<file path="src/rtl/uart_pkg.sv">
// uart_pkg: shared types and sizing helpers for the UART transmit arbiter
package uart_pkg;
    localparam int UART_DATA_W = 8;
    typedef enum logic [1:0] {IDLE, SEND, GAP} arb_state_t;
    function automatic int clog2_min1(input int n);
        return (n < 2) ? 1 : $clog2(n);
    endfunction
endpackage

</file>
<file path="src/rtl/rr_arbiter.sv">
// rr_arbiter: combinational round-robin pick starting at i_ptr, optionally restricted to one index
module rr_arbiter
    import uart_pkg::*;
#(
    parameter int N_REQ = 4,
    localparam int IDX_W = clog2_min1(N_REQ)
) (
    input  logic [N_REQ-1:0] i_req,
    input  logic             i_mask_en,
    input  logic [IDX_W-1:0] i_mask_idx,
    input  logic [IDX_W-1:0] i_ptr,
    output logic [N_REQ-1:0] o_grant_onehot,
    output logic [IDX_W-1:0] o_grant_idx,
    output logic             o_any
);
    logic [N_REQ-1:0] cand;
    logic [IDX_W-1:0] k;
    always_comb begin
        cand = i_mask_en ? (i_req & (N_REQ'(1) << i_mask_idx)) : i_req;
        o_grant_onehot = '0;
        o_grant_idx = '0;
        o_any = 1'b0;
        k = '0;
        for (int i = 0; i < N_REQ; i++) begin
            k = IDX_W'((int'(i_ptr) + i) % N_REQ);
            if (!o_any && cand[k]) begin
                o_any = 1'b1;
                o_grant_idx = k;
                o_grant_onehot[k] = 1'b1;
            end
        end
    end
endmodule

</file>
<file path="src/rtl/uart_tx_arbiter.sv">
// uart_tx_arbiter: shares one UART_TX between N_REQ byte requesters with round-robin,
// packet lock, inter-frame gap and a send watchdog
module uart_tx_arbiter
    import uart_pkg::*;
#(
    parameter int N_REQ       = 4,
    parameter int GAP_CYC     = 1,
    parameter int TIMEOUT_CYC = 20000,
    localparam int IDX_W = clog2_min1(N_REQ)
) (
    input  logic                         i_clk,
    input  logic                         i_aresetn,
    input  logic [N_REQ-1:0]             i_req_valid,
    input  logic [UART_DATA_W*N_REQ-1:0] i_req_data,
    input  logic [N_REQ-1:0]             i_req_last,
    output logic [N_REQ-1:0]             o_req_ready,
    output logic                         o_tx_start,
    output logic [UART_DATA_W-1:0]       o_tx_data,
    input  logic                         i_tx_done,
    output logic                         o_busy,
    output logic [IDX_W-1:0]             o_grant_id,
    output logic                         o_timeout
);
    localparam int WD_W  = clog2_min1(TIMEOUT_CYC);
    localparam int GAP_W = clog2_min1(GAP_CYC + 1);

    arb_state_t       state;
    logic             lock;
    logic [IDX_W-1:0] ptr;
    logic [IDX_W-1:0] win_idx;
    logic [N_REQ-1:0] win_onehot;
    logic             win_any;
    logic [WD_W-1:0]  wdog;
    logic [GAP_W-1:0] gap_cnt;

    rr_arbiter #(.N_REQ(N_REQ)) u_rr (
        .i_req          (i_req_valid),
        .i_mask_en      (lock),
        .i_mask_idx     (o_grant_id),
        .i_ptr          (ptr),
        .o_grant_onehot (win_onehot),
        .o_grant_idx    (win_idx),
        .o_any          (win_any)
    );

    // ready is gated by reset too, so it reads 0 while the reset net is low
    assign o_req_ready = (state == IDLE && i_aresetn) ? win_onehot : '0;
    assign o_busy      = state != IDLE || lock;

    always_ff @(posedge i_clk or negedge i_aresetn) begin
        if (!i_aresetn) begin
            state      <= IDLE;
            lock       <= 1'b0;
            ptr        <= '0;
            wdog       <= '0;
            gap_cnt    <= '0;
            o_tx_start <= 1'b0;
            o_tx_data  <= '0;
            o_grant_id <= '0;
            o_timeout  <= 1'b0;
        end else begin
            o_timeout <= 1'b0;
            case (state)
                IDLE: if (win_any) begin
                    o_tx_data  <= i_req_data[UART_DATA_W*win_idx +: UART_DATA_W];
                    o_grant_id <= win_idx;
                    ptr        <= (win_idx == IDX_W'(N_REQ - 1)) ? '0 : win_idx + 1'b1;
                    lock       <= ~i_req_last[win_idx];
                    o_tx_start <= 1'b1;
                    wdog       <= '0;
                    state      <= SEND;
                end
                SEND: if (i_tx_done) begin
                    o_tx_start <= 1'b0;
                    gap_cnt    <= '0;
                    state      <= GAP;
                end else if (wdog == WD_W'(TIMEOUT_CYC - 1)) begin
                    o_tx_start <= 1'b0;
                    o_timeout  <= 1'b1;
                    lock       <= 1'b0;
                    gap_cnt    <= '0;
                    state      <= GAP;
                end else begin
                    wdog <= wdog + 1'b1;
                end
                GAP: if (gap_cnt == GAP_W'(GAP_CYC - 1)) state <= IDLE;
                     else gap_cnt <= gap_cnt + 1'b1;
                default: state <= IDLE;
            endcase
        end
    end
endmodule

</file>
<file path="config.mk">
export PLATFORM = sky130hd
export DESIGN_NAME = uart_tx_arbiter
export DESIGN_NICKNAME = d
export VERILOG_FILES = /design/src/rtl/uart_pkg.sv /design/src/rtl/rr_arbiter.sv /design/src/rtl/uart_tx_arbiter.sv
export SDC_FILE = /design/constraint.sdc
export NUM_CORES = 1
export LEC_CHECK = 0
export CORE_MARGIN = 8
export CORE_UTILIZATION = 45
export CTS_BUF_LIST = sky130_fd_sc_hd__clkbuf_8
export CTS_CLUSTER_SIZE = 25
export DETAILED_ROUTE_END_ITERATION = 8
export GPL_ROUTABILITY_DRIVEN = 0
export PLACE_DENSITY = 0.78
export SETUP_SLACK_MARGIN = 0.5
export SLEW_MARGIN = 0
export SYNTH_ARGS = -nofsm -noshare
export SYNTH_HDL_FRONTEND = slang
export SYNTH_SLANG_ARGS = --single-unit
</file>
<file path="constraint.sdc">
create_clock -name i_clk -period 2.18 [get_ports i_clk]
set_input_delay 0.436 -clock i_clk [delete_from_list [all_inputs] [get_ports i_clk]]
set_output_delay 0.436 -clock i_clk [all_outputs]
set_load 0.005 [all_outputs]
</file>
== After elaboration in Yosys (flattened, before gate mapping) ==
Cells that the tools add are included.

* Input bits: 43
* Word-level logic and storage cells: 117
* Register bits: 33
* Output and inout port bits: 17

* Reduce and logical (&&, ||, !) cells: 22
* Mux-type cells: 54
* Add/sub/neg operators: 6
* Bitwise logic cells: 5
* Shift-type cells: 2
* Equality and inequality tests: 10
* Magnitude comparators: 9

{| class="wikitable"
|+ Operators with widths
! operator !! count
|-
| $mux W15 || 3
|-
| $shiftx A32 B6 Y8 || 1
|-
| $pmux W15 S2 || 1
|-
| $mux W4 || 6
|-
| $mux W1 || 22
|-
| $mux W2 || 9
|-
| $add A15 B1 Y15 const B || 1
|-
| $eq A15 B15 Y1 const B || 1
|-
| $lt A2 B3 Y1 const B || 5
|-
| $or A4 B4 Y4 || 3
|-
| $bmux W1 S2 || 5
|-
| $demux W1 S2 || 4
|-
| $ge A2 B1 Y1 const B || 4
|-
| $logic_and A1 B1 Y1 || 8
|-
| $ne A2 B2 Y1 const B || 4
|-
| $reduce_and A4 Y1 || 2
|-
| $pmux W1 S2 || 3
|-
| $pmux W2 S3 || 1
|-
| $reduce_and A3 Y1 || 2
|-
| $reduce_bool A2 Y1 || 3
|-
| $add A2 B1 Y2 const B || 2
|-
| $add A2 B2 Y2 const B || 2
|-
| $and A4 B4 Y4 || 1
|-
| $eq A2 B2 Y1 const B || 2
|-
| other kinds (10) || 13
|}

== Depth between registers and ports, before layout ==
Gate-level depths: netlist of the first run.

* Depth in word-level cells: 20
* Gate-level depth with buffers: 10

== By module ==
Synthesis of the first run repeated with hierarchy kept, for this count alone.

* Cell total of the unflattened synthesis: 251
* Area total of the unflattened synthesis: 2,451.1 µm²

{| class="wikitable"
|+ Modules (own cells, without submodules)
! module !! instances !! sequential area each (µm²) !! area each (µm²) !! cells an instance
|-
| uart_tx_arbiter || 1 || 800.8 || 1,870.5 || 183
|-
| rr_arbiter || 1 || 0.0 || 580.6 || 68
|}

== Worst setup path after synthesis of the first run ==
OpenSTA, ideal clock, no wires.

* Path type: reg2reg
* Start: reg ptr[0]
* End: reg lock
* Slack: -0.222 ns
* Library setup time: 0.081 ns
* Data arrival time: 2.321 ns
* Path buffers: 2
* Cell stages (with the launch flop): 10
* Data required time: 2.099 ns
* Cells stage by stage: dfrtp_1 buf_6 inv_1 ha_1 mux2i_1 o21a_2 o32ai_4 buf_6 mux2_4 o211ai_2

* Longest elaborated chain between the ends: 17
* Elaborated cells between the ends (all ways): 32
* Those cells by class: add/sub (3); eq/ne (1); mux (20); bitwise (1); reduce/logical (7)

{| class="wikitable"
|+ Ends and longest elaborated chain
! what !! RTL line !! text
|-
| start: declaration || uart_tx_arbiter.sv:29 || <nowiki>logic [IDX_W-1:0] ptr;</nowiki>
|-
| start signal: assignment || uart_tx_arbiter.sv:67 || <nowiki>ptr <= (win_idx == IDX_W'(N_REQ - 1)) ? '0 : win_idx + 1'b1;</nowiki>
|-
| branches (longest 17 deep; another with $add A2 B1 Y2) || - ||
|-
| end signal: assignment || uart_tx_arbiter.sv:68 || <nowiki>lock <= ~i_req_last[win_idx];</nowiki>
|-
| end: declaration || uart_tx_arbiter.sv:28 || <nowiki>logic lock;</nowiki>
|}

Several ways; the timed one is not identified. The select of a mux whose other input is x is not followed.
A chain may end at the register's enable or synchronous reset.

== Worst setup path after layout of the first run ==
* Start: reg ptr[0]
* End: reg o_tx_data[3]

* Longest elaborated chain between the ends: 13
* Elaborated cells between the ends (all ways): 27
* Those cells by class: add/sub (3); shift (1); mux (16); reduce/logical (7)

{| class="wikitable"
|+ Ends and longest elaborated chain
! what !! RTL line !! text
|-
| branches (longest 13 deep; another with $add A2 B1 Y2) || - ||
|-
| end signal: assignment || uart_tx_arbiter.sv:65 || <nowiki>o_tx_data <= i_req_data[UART_DATA_W*win_idx +: UART_DATA_W];</nowiki>
|-
| end: declaration || uart_tx_arbiter.sv:18 || <nowiki>output logic [UART_DATA_W-1:0] o_tx_data,</nowiki>
|}

Several ways; the timed one is not identified. The select of a mux whose other input is x is not followed.

==> results.md, run 1 <==
* Status: finished, violations left
* Failing checks: setup timing
* Commonest non-fill, non-tap cell in the layout: clkdlybuf4s50_1
* Setup slack, reg-to-reg at -0.70 ns
* PwrDens at 1780 mW/mm²
* Worst skew pair latency at 0.29 ns
* DRC Markers at 0
* Final hold viol count at 0
* DP HPWL at 4560 µm
* Commonest cells after routing, fill and taps aside: clkdlybuf4s50_1 (49), buf_4 (40), dfrtp_1 (30), nor2_1 (24), nand2_1 (23)
* Slowest stage delay, CP at 0.45 ns
* Fin cells at 426
* Avg Vias per Cell at 5.64
* Largest fanout on the critical path at 5
* WP data required at 2.34 ns
* Library cells used by synthesis at 48
* CTS Buf Count at 5
* Synth Register Bits at 32
* Register Area at 803 µm²
* Layout cells sized above 1 at 0.384
* Critical Path Sink Type: register
* Largest net degree at the start of global routing at 33
* Worst Slack Setup Final at -0.705 ns
* Synth Instances at 227
* Layout fillers at 245
* CP max stage cell: dfrtp_2
* Ys async rst share at 1.00
* Die width at 85.8 µm
* Initial DRC Count at 201
* Final ANT Viol Nets at 0
* Max-cap viol count at 0
* Netlist Area Pre-Place at 0.00219 mm²
* Cell row count at 25
* Cell taking the most area after synthesis: dfrtp_1
* Vias in the first global route at 2551
* Initial antenna violation count at 0
* CTS Buffer Depth at 2
* Nets at 410
* RSZ-0062 raised after global routing: yes
* Die area at 0.00736 mm²
* Routed wire length per instance at 19.7 µm
* Leak at 1.71 nW
* Dpl cell area at 0.00319 mm²
* # clock sinks at 32
* Area share of the largest cell type after synthesis at 0.366
* Final Core Density at 0.840
* VDD IR max at 1.09 mV
* CTS root buf: clkbuf_8
* Port Buffer Count at 59
* Ant diodes at 0
* Max Slew Vio Count at 0
* Post-synth EDFFs at 0
* Core Box Area at 0.00472 mm²
* Slew @ Worst Pin at 0.498 ns
* Synth top area cells: dfrtp_1 (37%), mux2i_1 (11%), nor2_1 (5.5%)
* Grt ovf at 0
* Tcrit/Tclk final at 1.32
* Sequential fraction of the synthesis area at 0.366
* DP Worst Slack at -0.942 ns
* CTS HTree Levels at 2
* Setup Viol. Count Final at 32
* Drt total wl at 8410 µm
* Area delta synth->final at 81.2%
* Clock skew at 0.00514 ns
* Slew headroom at 0.665
* Worst setup SP type: register
* Maximum clock rate at 347 MHz
* Die Y at 85.8 µm
* Synth Warn # at 0
* DR pass1 iterations at 7
* Global-route wire length before repair at 12500 µm
* I/O pin count at 60
* Ys flop type: dfrtp_1
* Placed cells at 380
* Multi-input gate area at 0.00157 mm²
* Net count after synthesis at 279
* Crit Path Class: reg -> reg
* TritonCTS clock tree: built
* Total power at 7.06 mW
* Critical-path cell list: buf_12 > or2_4 > o221ai_4 > mux2i_2 > buf_4 > buf_6 > buf_6 > buf_6 > buf_6 > o21ai_4 > o32ai_4 > buf_12 > buf_12 > mux2i_2 > o221ai_2
* Cell mode on critical path: buf_6
* Initial Utilization at 0.464
* Worst Hold Class: reg -> reg
* Post-layout minimum cycle time at 2.88 ns
* Clk slew on worst S/H paths at 0.07 ns
* CP arrival at 3.04 ns
* Worst path bufs/invs at 8
* Via count at 2403
* Total GRT Usage at 0.213
* Post-route cell area at 0.00397 mm²
* Syn avg cell area at 9.65 µm²
* Top delay family on crit path: buffers and inverters
==> power breakdown <==
part	switching [mW]	internal [mW]	total [mW]	leakage, nW
clock network	0.231	0.334	0.565	0.0593
registers	0.140	0.768	0.908	0.414
logic	2.32	3.27	5.59	1.24
total	2.69	4.37	7.06	1.71
==> registers in the layout, summed over array words and instances, names as in the netlist <==
name        flops
wdog           15
lock            1
state           2
ptr             2
o_tx_start      1
o_tx_data       8
o_timeout       1
o_grant_id      2
==> final timing paths <==
kind | start | end | cells after the start
setup reg to reg | ptr[0] | o_tx_data[3] | 15
hold / removal | o_tx_data[5] | o_tx_data[5] | 2
hold reg to reg | o_tx_data[5] | o_tx_data[5] | 2
min in group asynchronous | i_aresetn | lock | 2
max in group asynchronous | i_aresetn | ptr[0] | 2
setup / recovery | ptr[0] | o_tx_data[3] | 15
==> cell usage after synthesis (all sizes together), types with 3 or more instances <==
master  instances
o221ai         11
nor2           32
inv             7
buf             7
xnor2          11
nor3b           4
o211ai          4
nand3           4
mux2i          23
ha              9
o21ai           5
nand4b          4
dfrtp          32
a21oi           6
xor2            3
a222oi          4
nor3            4
mux2            3
nand2          26
==> metal layers <==
layer / track usage / wire (µm) / up-vias
li1: - / - / 1101
met1: 0.235 / 3380 / 1178
met2: 0.385 / 4290 / 106
met3: 0.0621 / 539 / 18
met4: 0.0637 / 201 / 0
met5: 0 / 0 / -
==> tightest hold or removal path, stage by stage, from the launching register on <==
cell,delay (ns)
dfrtp_1,0.34
nand2_1,0.05
o221ai_1,0.05
==> kinds of logic after synthesis <==
group           share of synthesized area
flops                               0.366
mux                                 0.122
simple gates                        0.210
buf+inv                            0.0394
fa+ha+maj                          0.0514
compound gates                      0.155
xor+xnor                           0.0560
==> stage by stage <==
step / setup TNS (ns) / hold slack [ns]
6_report: -14.64 / 0.485
5_1_grt: -17.50 / 0.520
4_1_cts: -12.47 / 0.492
3_5_place_dp: -14.81 / 0.471
3_3_place_gp: -13.03 / 0.469
2_1_floorplan: -0.941 / 0.140
==> area by class of cell <==
type                       count  share of cell area
inverter                       7             0.00757
clock buffer                   5              0.0173
timing repair buffer         133               0.346
multi-input combinational    179               0.396
tap                           67              0.0211
sequential                    32               0.202
clock inverter                 3             0.00977
==> repair_timing <==
item                       CTS  global route
cloned                       3             1
setup buffers               28             6
pin swaps                   29            23
setup endpoints to repair   37            36
resized for setup           68            29
hold buffers                 0             0
Power figures use the tool's default switching activity.
==> inputs of run 2 (changes only) <==
Settings changed: SETUP_SLACK_MARGIN 0.5 to 0.3.
==> run 2 against run 1 <==
Against the previous run: the flow still finishes with violations (setup timing); core utilization down 8.5 points; power down 20%; register-to-register slack improved by 0.30 ns; clock power is 1% lower; critical path type is now reg -> out; global-route usage down 2.9 points.
==> results.md, run 2 (synthesized netlist as in run 1, its figures left out) <==
* Drt total wl at 6730 µm
* I/O pin count at 60
* Initial antenna violation count at 0
* Initial DRC Count at 106
* TritonCTS clock tree: built
* Crit Path Class: reg -> out
* Total GRT Usage at 0.185
* Leak at 1.55 nW
* Commonest non-fill, non-tap cell in the layout: clkdlybuf4s50_1
* Slew headroom at 0.682
* PwrDens at 1590 mW/mm²
* Commonest cells after routing, fill and taps aside: clkdlybuf4s50_1 (50), buf_4 (32), dfrtp_1 (29), nor2_1 (28), nand2_1 (25)
* Die width at 85.8 µm
* Layout cells sized above 1 at 0.302
* Worst skew pair latency at 0.29 ns
* Initial Utilization at 0.464
* CTS HTree Levels at 2
* Area delta synth->final at 62.8%
* Critical Path Sink Type: primary output
* CTS Buf Count at 5
* Worst Slack Setup Final at -0.519 ns
* Biggest register: wdog
* VDD IR max at 0.942 mV
* Die area at 0.00736 mm²
* Final hold viol count at 0
* Die Y at 85.8 µm
* Worst Hold Class: reg -> reg
* Ant diodes at 0
* Worst R2R Start: ptr[0]
* Failing checks: setup timing
* Tcrit/Tclk final at 1.24
* DP HPWL at 4680 µm
* Max Slew Vio Count at 0
* Clock skew at 0.0115 ns
* Clk slew on worst S/H paths at 0.07 ns
* Hold Path Depth at 2
* Nets at 389
* Status: finished, violations left
* CP arrival at 2.26 ns
* Setup slack, reg-to-reg at -0.40 ns
* Avg Vias per Cell at 5.33
* DR pass1 iterations at 4
* Maximum clock rate at 370 MHz
* Largest registers: wdog: 15 flops, o_tx_data: 8 flops
* # clock sinks at 32
* Grt ovf at 0
* Largest net degree at the start of global routing at 33
* Final Core Density at 0.755
* Vias in the first global route at 2149
* Cell row count at 25
* RSZ-0062 raised after global routing: yes
* WP data required at 1.74 ns
* Placed cells at 379
* Largest fanout on the critical path at 6
* Routed wire length per instance at 16.6 µm
* Post-layout minimum cycle time at 2.70 ns
* Final ANT Viol Nets at 0
* Worst reg-to-reg path cell count at 11
* DRC Markers at 0
* Fin cells at 405
* RR Endpoint: lock
* Slew @ Worst Pin at 0.477 ns
* Worst setup startpoint: ptr[0]
* Worst setup SP type: register
* Critical Path Sink: o_req_ready[0]
* Port Buffer Count at 59
* CTS root buf: clkbuf_8
* Global-route wire length before repair at 11000 µm
* Core Box Area at 0.00472 mm²
* Setup Viol. Count Final at 27
* Max reg flops at 15
* CTS Buffer Depth at 2
* Max-cap viol count at 0
* Via count at 2158
-- run 2: layout make-up --
cell class,count,area (µm²)
multi-input combinational,179,1460
timing repair buffer,112,1080
fill,298,1160
clock inverter,3,38.8
inverter,7,30.0
clock buffer,5,68.8
sequential,32,805
tap,67,83.8
-- run 2: repair_timing --
item                                    in CTS  in global routing
buffers inserted                            10                  6
hold buffers                                 0                  0
cloned                                       2                  0
pin swaps                                   23                  7
endpoints found under the setup margin      35                 36
gates resized for setup                     56                 16
-- run 2: report_power, final --
part | internal, mW | switching, mW | leakage (nW)
Sequential | 0.769 | 0.147 | 0.413
Clock | 0.334 | 0.224 | 0.0593
Combinational | 2.37 | 1.82 | 1.08
-- run 2: worst min path at each step --
stage	slack (ns)	from	end
after CTS	0.49	o_tx_data[7]	o_tx_data[7]
after global placement	0.47	o_tx_data[1]	o_tx_data[1]
after global routing	0.51	o_tx_data[0]	o_tx_data[0]
final	0.49	o_tx_data[0]	o_tx_data[0]
after floorplan	0.14	i_aresetn	lock
after detailed placement	0.48	o_tx_data[7]	o_tx_data[7]
-- run 2: metal layers --
| layer | routed length, µm | track usage | vias to the layer above |
|---|---|---|---|
| met5 | 0 | 0 | - |
| met4 | 112 | 0.0557 | 0 |
| met3 | 226 | 0.0372 | 11 |
| met2 | 3400 | 0.312 | 54 |
| met1 | 2990 | 0.229 | 1043 |
| li1 | - | - | 1050 |
-- run 2: worst max-delay path: stages (launching register included) --
cell	delay (ns)
dfrtp_2	0.44
buf_6	0.14
mux2i_2	0.18
o211ai_2	0.16
nor3b_2	0.20
o21a_2	0.25
a222oi_1	0.34
a21oi_1	0.12
buf_2	0.14
-- run 2: stage by stage --
step	TNS [ns]	total power [mW]	worst slack [ns]	instance area (µm²)	hold WS (ns)
floorplan	-0.941	2.80	-0.136	2250	0.140
global placement	-14.62	3.94	-0.829	3150	0.468
detailed placement	-15.67	4.01	-0.914	3150	0.478
CTS	-7.74	5.35	-0.517	3460	0.493
global route	-10.45	6.00	-0.638	3570	0.515
finish	-6.92	5.66	-0.519	3570	0.494
==> inputs of run 3 (changes only) <==
Settings changed: MAX_ROUTING_LAYER set to met4.
==> run 3 against run 2 <==
Against the previous run: the run still ends with setup timing left; power is essentially flat; maximum frequency barely moved; routed wire length about the same; clock skew about the same; combinational power about the same; design area unchanged; flip-flop and latch count unchanged; clock-buffer cell count did not move; clock power is essentially flat; largest cell class unchanged; largest power group unchanged; highest routed layer unchanged.
==> results.md, run 3 (synthesized netlist as in run 1, its figures left out) <==
* Status: finished, violations left
* Failing checks: setup timing
* Routed wire length per instance at 16.6 µm
* # clock sinks at 32
* Worst skew pair latency at 0.29 ns
* Crit Path Class: reg -> out
* Die width at 85.8 µm
* Tcrit/Tclk final at 1.24
* CP arrival at 2.26 ns
* Critical Path Sink Type: primary output
* Largest net degree at the start of global routing at 33
* Layout cells sized above 1 at 0.302
* Initial DRC Count at 117
* Commonest non-fill, non-tap cell in the layout: clkdlybuf4s50_1
* CTS Buf Count at 5
* Commonest cells after routing, fill and taps aside: clkdlybuf4s50_1 (50), buf_4 (32), dfrtp_1 (29), nor2_1 (28), nand2_1 (25)
* Area delta synth->final at 62.8%
* Critical path depth at 8
* Worst reg-to-reg path cell count at 11
* Nets at 389
* DR pass1 iterations at 4
* DP Worst Slack at -0.914 ns
* Worst Hold Class: reg -> reg
* Clk slew on worst S/H paths at 0.07 ns
* TritonCTS clock tree: built
* CTS HTree Levels at 2
* Layout fillers at 298
* Final ANT Viol Nets at 0
* Clock skew at 0.0116 ns
* Final hold viol count at 0
* Initial Utilization at 0.464
* Post-layout minimum cycle time at 2.70 ns
* Max-cap viol count at 0
* RSZ-0062 raised after global routing: yes
* Largest registers: wdog: 15 flops, o_tx_data: 8 flops
* Critical-path cell list: buf_6 > mux2i_2 > o211ai_2 > nor3b_2 > o21a_2 > a222oi_1 > a21oi_1 > buf_2
* CTS root buf: clkbuf_8
* Via count at 2154
* CTS Buffer Depth at 2
* Total power at 5.67 mW
* Avg Vias per Cell at 5.32
* Hold Path Depth at 2
* I/O pin count at 60
* DP HPWL at 4680 µm
* Grt ovf at 0
* Top delay family on crit path: compound AO/OA/AOI/OAI gates
* Global-route wire length before repair at 11000 µm
* Worst path bufs/invs at 2
* Worst setup SP type: register
* Slew headroom at 0.682
* Ant diodes at 0
* Slowest stage delay, CP at 0.44 ns
* Setup Viol. Count Final at 27
* Biggest register: wdog
* Max reg flops at 15
* Die Y at 85.8 µm
* VDD IR max at 0.942 mV
* PwrDens at 1590 mW/mm²
* Core Box Area at 0.00472 mm²
* Slew @ Worst Pin at 0.476 ns
* Leak at 1.55 nW
* Worst Slack Setup Final at -0.519 ns
* Final Core Density at 0.755
* Drt total wl at 6740 µm
* DRC Markers at 0
* WP data required at 1.74 ns
* Cts hold-fix bufs at 0
* Initial antenna violation count at 0
* Port Buffer Count at 59
* Maximum clock rate at 370 MHz
* Largest fanout on the critical path at 6
* Die area at 0.00736 mm²
* Hold WS at 0.493 ns
* Cell row count at 25
* Vias in the first global route at 2150
* Total GRT Usage at 0.189
* CP max stage cell: dfrtp_2
* Max Slew Vio Count at 0
## run 3: cell counts in the layout (fill, tap and decap cells not counted)
Identical to the previous run, type by type.
## run 3: metrics by stage
step	std cells	cell area, µm²	TNS [ns]
after floorplan	227	2250	-0.941
after global placement	379	3150	-14.62
after detailed placement	379	3150	-15.67
after CTS	399	3460	-7.74
after global routing	405	3570	-10.45
final	405	3570	-6.92
## run 3: path summary, 6_finish.rpt
path	from	end	slack, ns
max in group asynchronous	i_aresetn	ptr[0]	1.24
min	o_tx_data[0]	o_tx_data[0]	0.49
max	ptr[0]	o_req_ready[0]	-0.52
min in group asynchronous	i_aresetn	o_grant_id[1]	0.62
max reg2reg	ptr[0]	lock	-0.40
min reg2reg	o_tx_data[0]	o_tx_data[0]	0.49
## run 3: power by group
group          internal, mW  switching [mW]  total [mW]
Sequential            0.769           0.147       0.916
Combinational          2.37            1.82        4.19
Clock                 0.334           0.224       0.558
Total                  3.48            2.19        5.67
## run 3: layer usage
layer,part of all wire,global-route usage
met5,0,-
met3,0.027,0.0334
met1,0.45,0.231
met4,0.017,0.0557
met2,0.51,0.313
## run 3: area by class of cell
| class | instances | area, µm² | share of cell area |
|---|---|---|---|
| clock buffers | 5 | 68.8 | 0.0193 |
| flip-flops and latches | 32 | 805 | 0.226 |
| repair buffers | 112 | 1080 | 0.303 |
| multi-input cells | 179 | 1460 | 0.409 |
| clock inverters | 3 | 38.8 | 0.0109 |
| inverters | 7 | 30.0 | 0.00842 |
| well taps | 67 | 83.8 | 0.0235 |
## run 3: worst register-to-register path: cells and delay by family, from the launching register on
kind,cells,cell delay (ns)
AO/OA/AOI/OAI,3,0.60
buffers and inverters,5,0.67
flip-flops,1,0.44
multiplexers,3,0.81
## run 3: what timing repair did
action	CTS	global route
cloned	2	0
setup endpoints to repair	35	36
pin swaps	23	7
resized for setup	56	16
setup buffers	10	6
